### src/rtl/intpol2_D4_pkg.sv
// Shared types and constants for the order-2, factor-4 interpolator controller.
package intpol2_D4_pkg;

    localparam int PHASES    = 4;
    localparam int PRELOAD_N = 3;
    localparam int MIN_ILEN  = 3;

    localparam int PHASE_W = $clog2(PHASES);
    localparam int PRE_W   = $clog2(PRELOAD_N);

    typedef logic [PHASE_W-1:0] phase_t;
    typedef logic [PRE_W-1:0]   pre_cnt_t;

    typedef enum logic [2:0] {
        S_IDLE,
        S_CLR,
        S_PRELOAD,
        S_INTERP,
        S_SHIFT,
        S_DRAIN,
        S_DONE
    } state_t;

endpackage

### src/rtl/intpol2_D4_wr_pipe.sv
// Write-valid delay line: a step issued at cycle t presents out_vld at t+PIPE_LAT.
module intpol2_D4_wr_pipe #(
    parameter int PIPE_LAT = 3
) (
    input  logic clk,
    input  logic rst,
    input  logic flush,
    input  logic in_vld,
    output logic out_vld,
    output logic empty
);

    logic [PIPE_LAT-1:0] vld_q;
    logic [PIPE_LAT-1:0] vld_d;

    // The cast drops the oldest stage, which also covers PIPE_LAT == 1.
    always_comb begin
        if (flush) vld_d = '0;
        else       vld_d = PIPE_LAT'({vld_q, in_vld});
    end

    // NOTE: this shift register is reset because out_vld drives a real FIFO push and
    // empty gates DRAIN; X in any stage after reset would leak straight to the outputs.
    always_ff @(posedge clk) begin
        if (rst) vld_q <= '0;
        else     vld_q <= vld_d;
    end

    assign out_vld = vld_q[PIPE_LAT-1];
    assign empty   = ~|vld_q;

endmodule

### src/rtl/intpol2_d4_ctrl_fsm.sv
// Sequencing controller for the order-2, factor-4 interpolator datapath.
// Optional stall statistics ports are built when INTPOL2_D4_STATS_EN is defined.
module intpol2_d4_ctrl_fsm
    import intpol2_D4_pkg::*;
#(
    parameter int CONFIG_WIDTH = 32,
    parameter int PIPE_LAT     = 3
) (
    input  logic                    clk,
    input  logic                    rst,
    input  logic                    start,
    input  logic                    abort,
    input  logic [CONFIG_WIDTH-1:0] ilen,
    input  logic                    Empty,
    input  logic                    Afull,
    input  logic                    comp_cnt,
    output logic                    busy,
    output logic                    clear,
    output logic                    Read_Enable,
    output logic                    en_M_addr,
    output logic                    en_sum,
    output logic [1:0]              sel_xi2,
    output logic                    Write_Enable,
    output logic                    done,
    output logic                    cfg_err
`ifdef INTPOL2_D4_STATS_EN
    ,
    output logic [CONFIG_WIDTH-1:0] stall_empty_cnt,
    output logic [CONFIG_WIDTH-1:0] stall_afull_cnt
`endif
);

    state_t   state_q, state_d;
    phase_t   phase_q, phase_d;
    pre_cnt_t pre_cnt_q, pre_cnt_d;

    logic issue;
    logic pipe_empty;
    logic ilen_ok;

    assign ilen_ok = (ilen >= CONFIG_WIDTH'(MIN_ILEN));

    // NOTE: sequential state uses non-blocking assignments so every flop samples the
    // pre-edge values; blocking here would create order-dependent simulation results.
    always_ff @(posedge clk) begin
        if (rst) begin
            state_q   <= S_IDLE;
            phase_q   <= '0;
            pre_cnt_q <= '0;
        end else begin
            state_q   <= state_d;
            phase_q   <= phase_d;
            pre_cnt_q <= pre_cnt_d;
        end
    end

    // NOTE: every signal gets a default at the top of the block, so no path through
    // the case statement can leave it unassigned and infer a latch.
    always_comb begin
        state_d   = state_q;
        phase_d   = phase_q;
        pre_cnt_d = pre_cnt_q;
        if (abort) begin
            state_d = S_IDLE;
        end else begin
            unique case (state_q)
                S_IDLE:    if (start && ilen_ok) state_d = S_CLR;
                S_CLR: begin
                    state_d   = S_PRELOAD;
                    pre_cnt_d = '0;
                    phase_d   = '0;
                end
                S_PRELOAD: if (!Empty) begin
                    pre_cnt_d = pre_cnt_q + pre_cnt_t'(1);
                    if (pre_cnt_q == pre_cnt_t'(PRELOAD_N - 1)) state_d = S_INTERP;
                end
                S_INTERP:  if (!Afull) begin
                    phase_d = phase_q + phase_t'(1);
                    if (phase_q == phase_t'(PHASES - 1)) state_d = S_SHIFT;
                end
                S_SHIFT: begin
                    if (comp_cnt) begin
                        state_d = S_DRAIN;
                    end else if (!Empty) begin
                        state_d = S_INTERP;
                        phase_d = '0;
                    end
                end
                S_DRAIN:   if (pipe_empty) state_d = S_DONE;
                S_DONE:    state_d = S_IDLE;
                default:   state_d = S_IDLE;
            endcase
        end
    end

    // Abort suppresses every same-cycle action except the counter clear.
    always_comb begin
        busy        = state_q inside {S_CLR, S_PRELOAD, S_INTERP, S_SHIFT, S_DRAIN};
        clear       = 1'b0;
        Read_Enable = 1'b0;
        en_M_addr   = 1'b0;
        en_sum      = 1'b0;
        sel_xi2     = '0;
        issue       = 1'b0;
        done        = 1'b0;
        cfg_err     = 1'b0;
        if (abort) begin
            clear = 1'b1;
        end else begin
            unique case (state_q)
                S_IDLE:    cfg_err = start && !ilen_ok;
                S_CLR:     clear = 1'b1;
                S_PRELOAD: if (!Empty) begin
                    Read_Enable = 1'b1;
                    en_M_addr   = 1'b1;
                    en_sum      = (pre_cnt_q != '0);
                end
                S_INTERP:  if (!Afull) begin
                    issue   = 1'b1;
                    sel_xi2 = phase_q;
                end
                S_SHIFT:   if (!comp_cnt && !Empty) begin
                    Read_Enable = 1'b1;
                    en_M_addr   = 1'b1;
                    en_sum      = 1'b1;
                end
                S_DONE:    done = 1'b1;
                default:   ;
            endcase
        end
    end

    intpol2_D4_wr_pipe #(
        .PIPE_LAT (PIPE_LAT)
    ) u_wr_pipe (
        .clk     (clk),
        .rst     (rst),
        .flush   (abort),
        .in_vld  (issue),
        .out_vld (Write_Enable),
        .empty   (pipe_empty)
    );

`ifdef INTPOL2_D4_STATS_EN
    logic [CONFIG_WIDTH-1:0] se_q, se_d, sa_q, sa_d;
    logic stall_e, stall_a;

    assign stall_e = (state_q == S_PRELOAD && Empty) ||
                     (state_q == S_SHIFT && !comp_cnt && Empty);
    assign stall_a = (state_q == S_INTERP && Afull);

    always_comb begin
        se_d = se_q;
        sa_d = sa_q;
        if (state_q == S_CLR) begin
            se_d = '0;
            sa_d = '0;
        end else if (!abort) begin
            if (stall_e && se_q != '1) se_d = se_q + CONFIG_WIDTH'(1);
            if (stall_a && sa_q != '1) sa_d = sa_q + CONFIG_WIDTH'(1);
        end
    end

    always_ff @(posedge clk) begin
        if (rst) begin
            se_q <= '0;
            sa_q <= '0;
        end else begin
            se_q <= se_d;
            sa_q <= sa_d;
        end
    end

    assign stall_empty_cnt = se_q;
    assign stall_afull_cnt = sa_q;
`endif

endmodule

### config.mk
export PLATFORM = sky130hd
export DESIGN_NAME = intpol2_d4_ctrl_fsm
export DESIGN_NICKNAME = d
export VERILOG_FILES = /design/src/rtl/intpol2_D4_pkg.sv /design/src/rtl/intpol2_D4_wr_pipe.sv /design/src/rtl/intpol2_d4_ctrl_fsm.sv
export SDC_FILE = /design/constraint.sdc
export NUM_CORES = 1
export LEC_CHECK = 0
export CORE_ASPECT_RATIO = 1.1
export CORE_MARGIN = 5
export CORE_UTILIZATION = 45
export CTS_CLUSTER_DIAMETER = 80
export DETAILED_ROUTE_END_ITERATION = 10
export DONT_BUFFER_PORTS = 1
export HOLD_SLACK_MARGIN = 0.1
export PLACE_DENSITY = 0.62
export SLEW_MARGIN = 30
export SYNTH_ARGS = -nofsm -noshare
export SYNTH_HDL_FRONTEND = slang
export SYNTH_SLANG_ARGS = --single-unit
### constraint.sdc
create_clock -name clk -period 2.72 [get_ports clk]
set_clock_uncertainty 0.15 [all_clocks]
set_input_delay 0.272 -clock clk [delete_from_list [all_inputs] [get_ports clk]]
set_output_delay 0.272 -clock clk [all_outputs]
set_load 0.02 [all_outputs]
==> impl_metrics.yaml <==
drt:
  dr.pass1.iters: 4
  first_iter_violations: 18
  num_vias: 766
  drc_errors: 0
  wl_per_cell_um: 16.4
  final_antenna_net_count: 0
  wl_um: 1990
  viasPerCell: 6.33
timing:
  fmax_mhz: 467
  finalCriticalPeriod_ps: 2140
  grt_setup_unrepaired: "false"
  hold_violations: 0
  tns_ps: 0
  finalCritPeriodShare: 0.788
  setup_viol: 0
  hold_ws_ps: 103
  relSlewSlack: 0.642
  drv_slew: 0
  worst_pin_slew_ps: 536
critical_path:
  cp_data_arrival_time_ps: 1720
  start_kind: "register"
  critPathBufInv: 0
  cp_max_fo: 16
  critPathSlowestCell: "dfxtp_1"
  end_kind: "output pin"
  required_ps: 2300
  path_cells: "nand3b_1, nor3_1, and2_1"
  cp_top_family: "simple AND/OR/NAND/NOR gates"
  crit_type: "register to output pin"
  cpPeakStageDelay_ps: 660
yosys:
  synth_area_leaders: "dfxtp_1 26%, nor4_1 7.4%, a21oi_1 5.2%, nor3_1 5.2%, ha_1 4.9%"
  synth-main-ff-cell: "dfxtp_1"
  synth-seq-cells: 10
  postSynthCellCount: 100
  yosys_warnings: 0
  synth_edf_count: 0
  seq_area_frac_synth: 0.262
  syn_area_per_cell_um2: 7.63
  syn_nets: 142
  synthDistinctLibCells: 39
  synth_top_area_frac: 0.262
  synth-async-reset-ratio: 0
  syn-cell-area_um2: 763
  yosysTopAreaCell: "dfxtp_1"
clock_network:
  clk_pin_slew_ps: 60
  cts_tree: "yes"
  cts_made_buffers: 3
  worstSkewPairLatency_ps: 250
  cts_resized: 0
  clk_path_buf_depth: 2
  clock-sinks: 10
  clock-root-buffer: "clkbuf_4"
  h-tree-depth: 1
  post_cts_buffers: 0
global_routing:
  grt_pass1_wl_um: 3240
  grt_usage: 0.159
  grt_max_degree: 17
  antenna_found_initial: 0
  overflow: 0
  grt_pass1_vias: 733
job:
  maxCapViolCount: 0
cells_and_area:
  antenna_cells: 0
  syn_to_final_growth_pct: 9.34
  drive_gt1_frac: 0.115
  n_fill_cell: 162
  final_nets: 148
outcome:
  status: "finished, final reports clean"
pwr:
  ir_worst_vdd_mv: 0.284
  power.density_nw_per_um2: 337
  p_leak_nw: 0.273
floorplanning:
  die-area_um2: 2620
  num_rows: 15
  dieWidth_um: 49.3
  pin_count: 49
  coreArea_um2: 1600
  die_y_um: 53.2
  start_util: 0.478
place:
  dp_hpwl_um: 1550
  numPortBuffers: 0
  gp_congestion: 0.858
min_path:
  hold_class: "primary input to register"
==> stage by stage <==
| step | setup slack (ps) | instances | util | area [µm²] | power, W |
|---|---|---|---|---|---|
| floorplan | 446 | 100 | - | 763 | 0.000182 |
| global placement | 910 | 115 | 0.490 | 782 | 0.000183 |
| detailed placement | 870 | 115 | 0.490 | 782 | 0.000184 |
| CTS | 567 | 121 | 0.523 | 835 | 0.000285 |
| global route | 379 | 121 | 0.523 | 835 | 0.000299 |
| finish | 577 | 121 | 0.523 | 835 | 0.000281 |
==> routing by layer <==
layer  GRT usage  share of wire
met1       0.188           0.43
met4      0.0897          0.014
met5           0              0
met2       0.255           0.49
met3      0.0479          0.072
==> kinds of logic after synthesis <==
family,synth area share
DFF,0.262
and+or+nand+nor,0.393
AOI/OAI and AO/OA,0.211
buffers and inverters,0.0705
adders and majority gates,0.0492
muxes,0.0131
==> flip-flops by register name (all words and copies together), names as in the netlist <==
register	count
phase_q	2
state_q	3
pre_cnt_q	2
u_wr_pipe.vld_q	3
==> report_power, final <==
part           switching, W   total, W  leakage (nW)  internal [W]
Combinational     0.0000181  0.0000332         0.179     0.0000152
Sequential       0.00000533   0.000153        0.0807      0.000148
Clock             0.0000441  0.0000949        0.0138     0.0000508
Total             0.0000675   0.000281         0.273      0.000214
==> cell usage after synthesis (all sizes together) (2+ instances only) <==
library cell  instances
ha                    3
inv                   6
nor3                  8
buf                   3
nor2b                 3
nand3                 2
o21a                  2
nor4b                 3
nand2b                4
clkbuf                2
nor4                  9
a21oi                 8
nor2                  5
or4                   2
nand2                 6
dfxtp                10
o21ai                 4
and2                  4
==> path summary, 6_finish.rpt <==
kind / to / slack, ps / cells past startpoint / start
min reg2reg: u_wr_pipe.vld_q[2]$_SDFF_PP0_ / 310 / 1 / u_wr_pipe.vld_q[1]$_SDFF_PP0_
max: sel_xi2[1] / 580 / 3 / state_q[0]$_SDFFE_PP0P_
min: state_q[1]$_SDFFE_PP0P_ / 100 / 2 / rst
max reg2reg: phase_q[1]$_SDFFE_PP0P_ / 910 / 4 / state_q[0]$_SDFFE_PP0P_
==> placed cells by master (no fill, tap or decap), drive strengths merged <==
cell type    count
or3              1
a21oi            8
nand4            1
nor2             5
nand3            2
nor2b            3
nand2            6
dlygate4sd3      3
o211a            1
dfxtp           10
nand3b           1
o21ba            1
nor4             9
o21ai            4
a211oi           1
nor3b            1
ha               3
inv              6
buf              3
o32ai            1
a21o             1
and2             4
o41ai            1
o22a             1
a2111oi          1
mux2i            1
or4              2
clkbuf           3
o22ai            1
o21a             2
nand2b           4
nor4b            3
and3b            1
nor3             8
a41o             1
==> what timing repair did <==
| item | CTS | global route |
|---|---|---|
| hold endpoints to repair | 5 | 0 |
| hold buffers | 3 | 0 |
| endpoints found under the setup margin | 0 | 0 |
==> cell type report <==
cell class	count	area [µm²]	share of cell area
tap	17	21.3	0.0255
sequential	10	200	0.240
inverter	6	22.5	0.0270
clock buffer	3	22.5	0.0270
multi-input combinational	79	515	0.618
timing repair buffer	6	52.6	0.0630
Power figures use the tool's default switching activity.
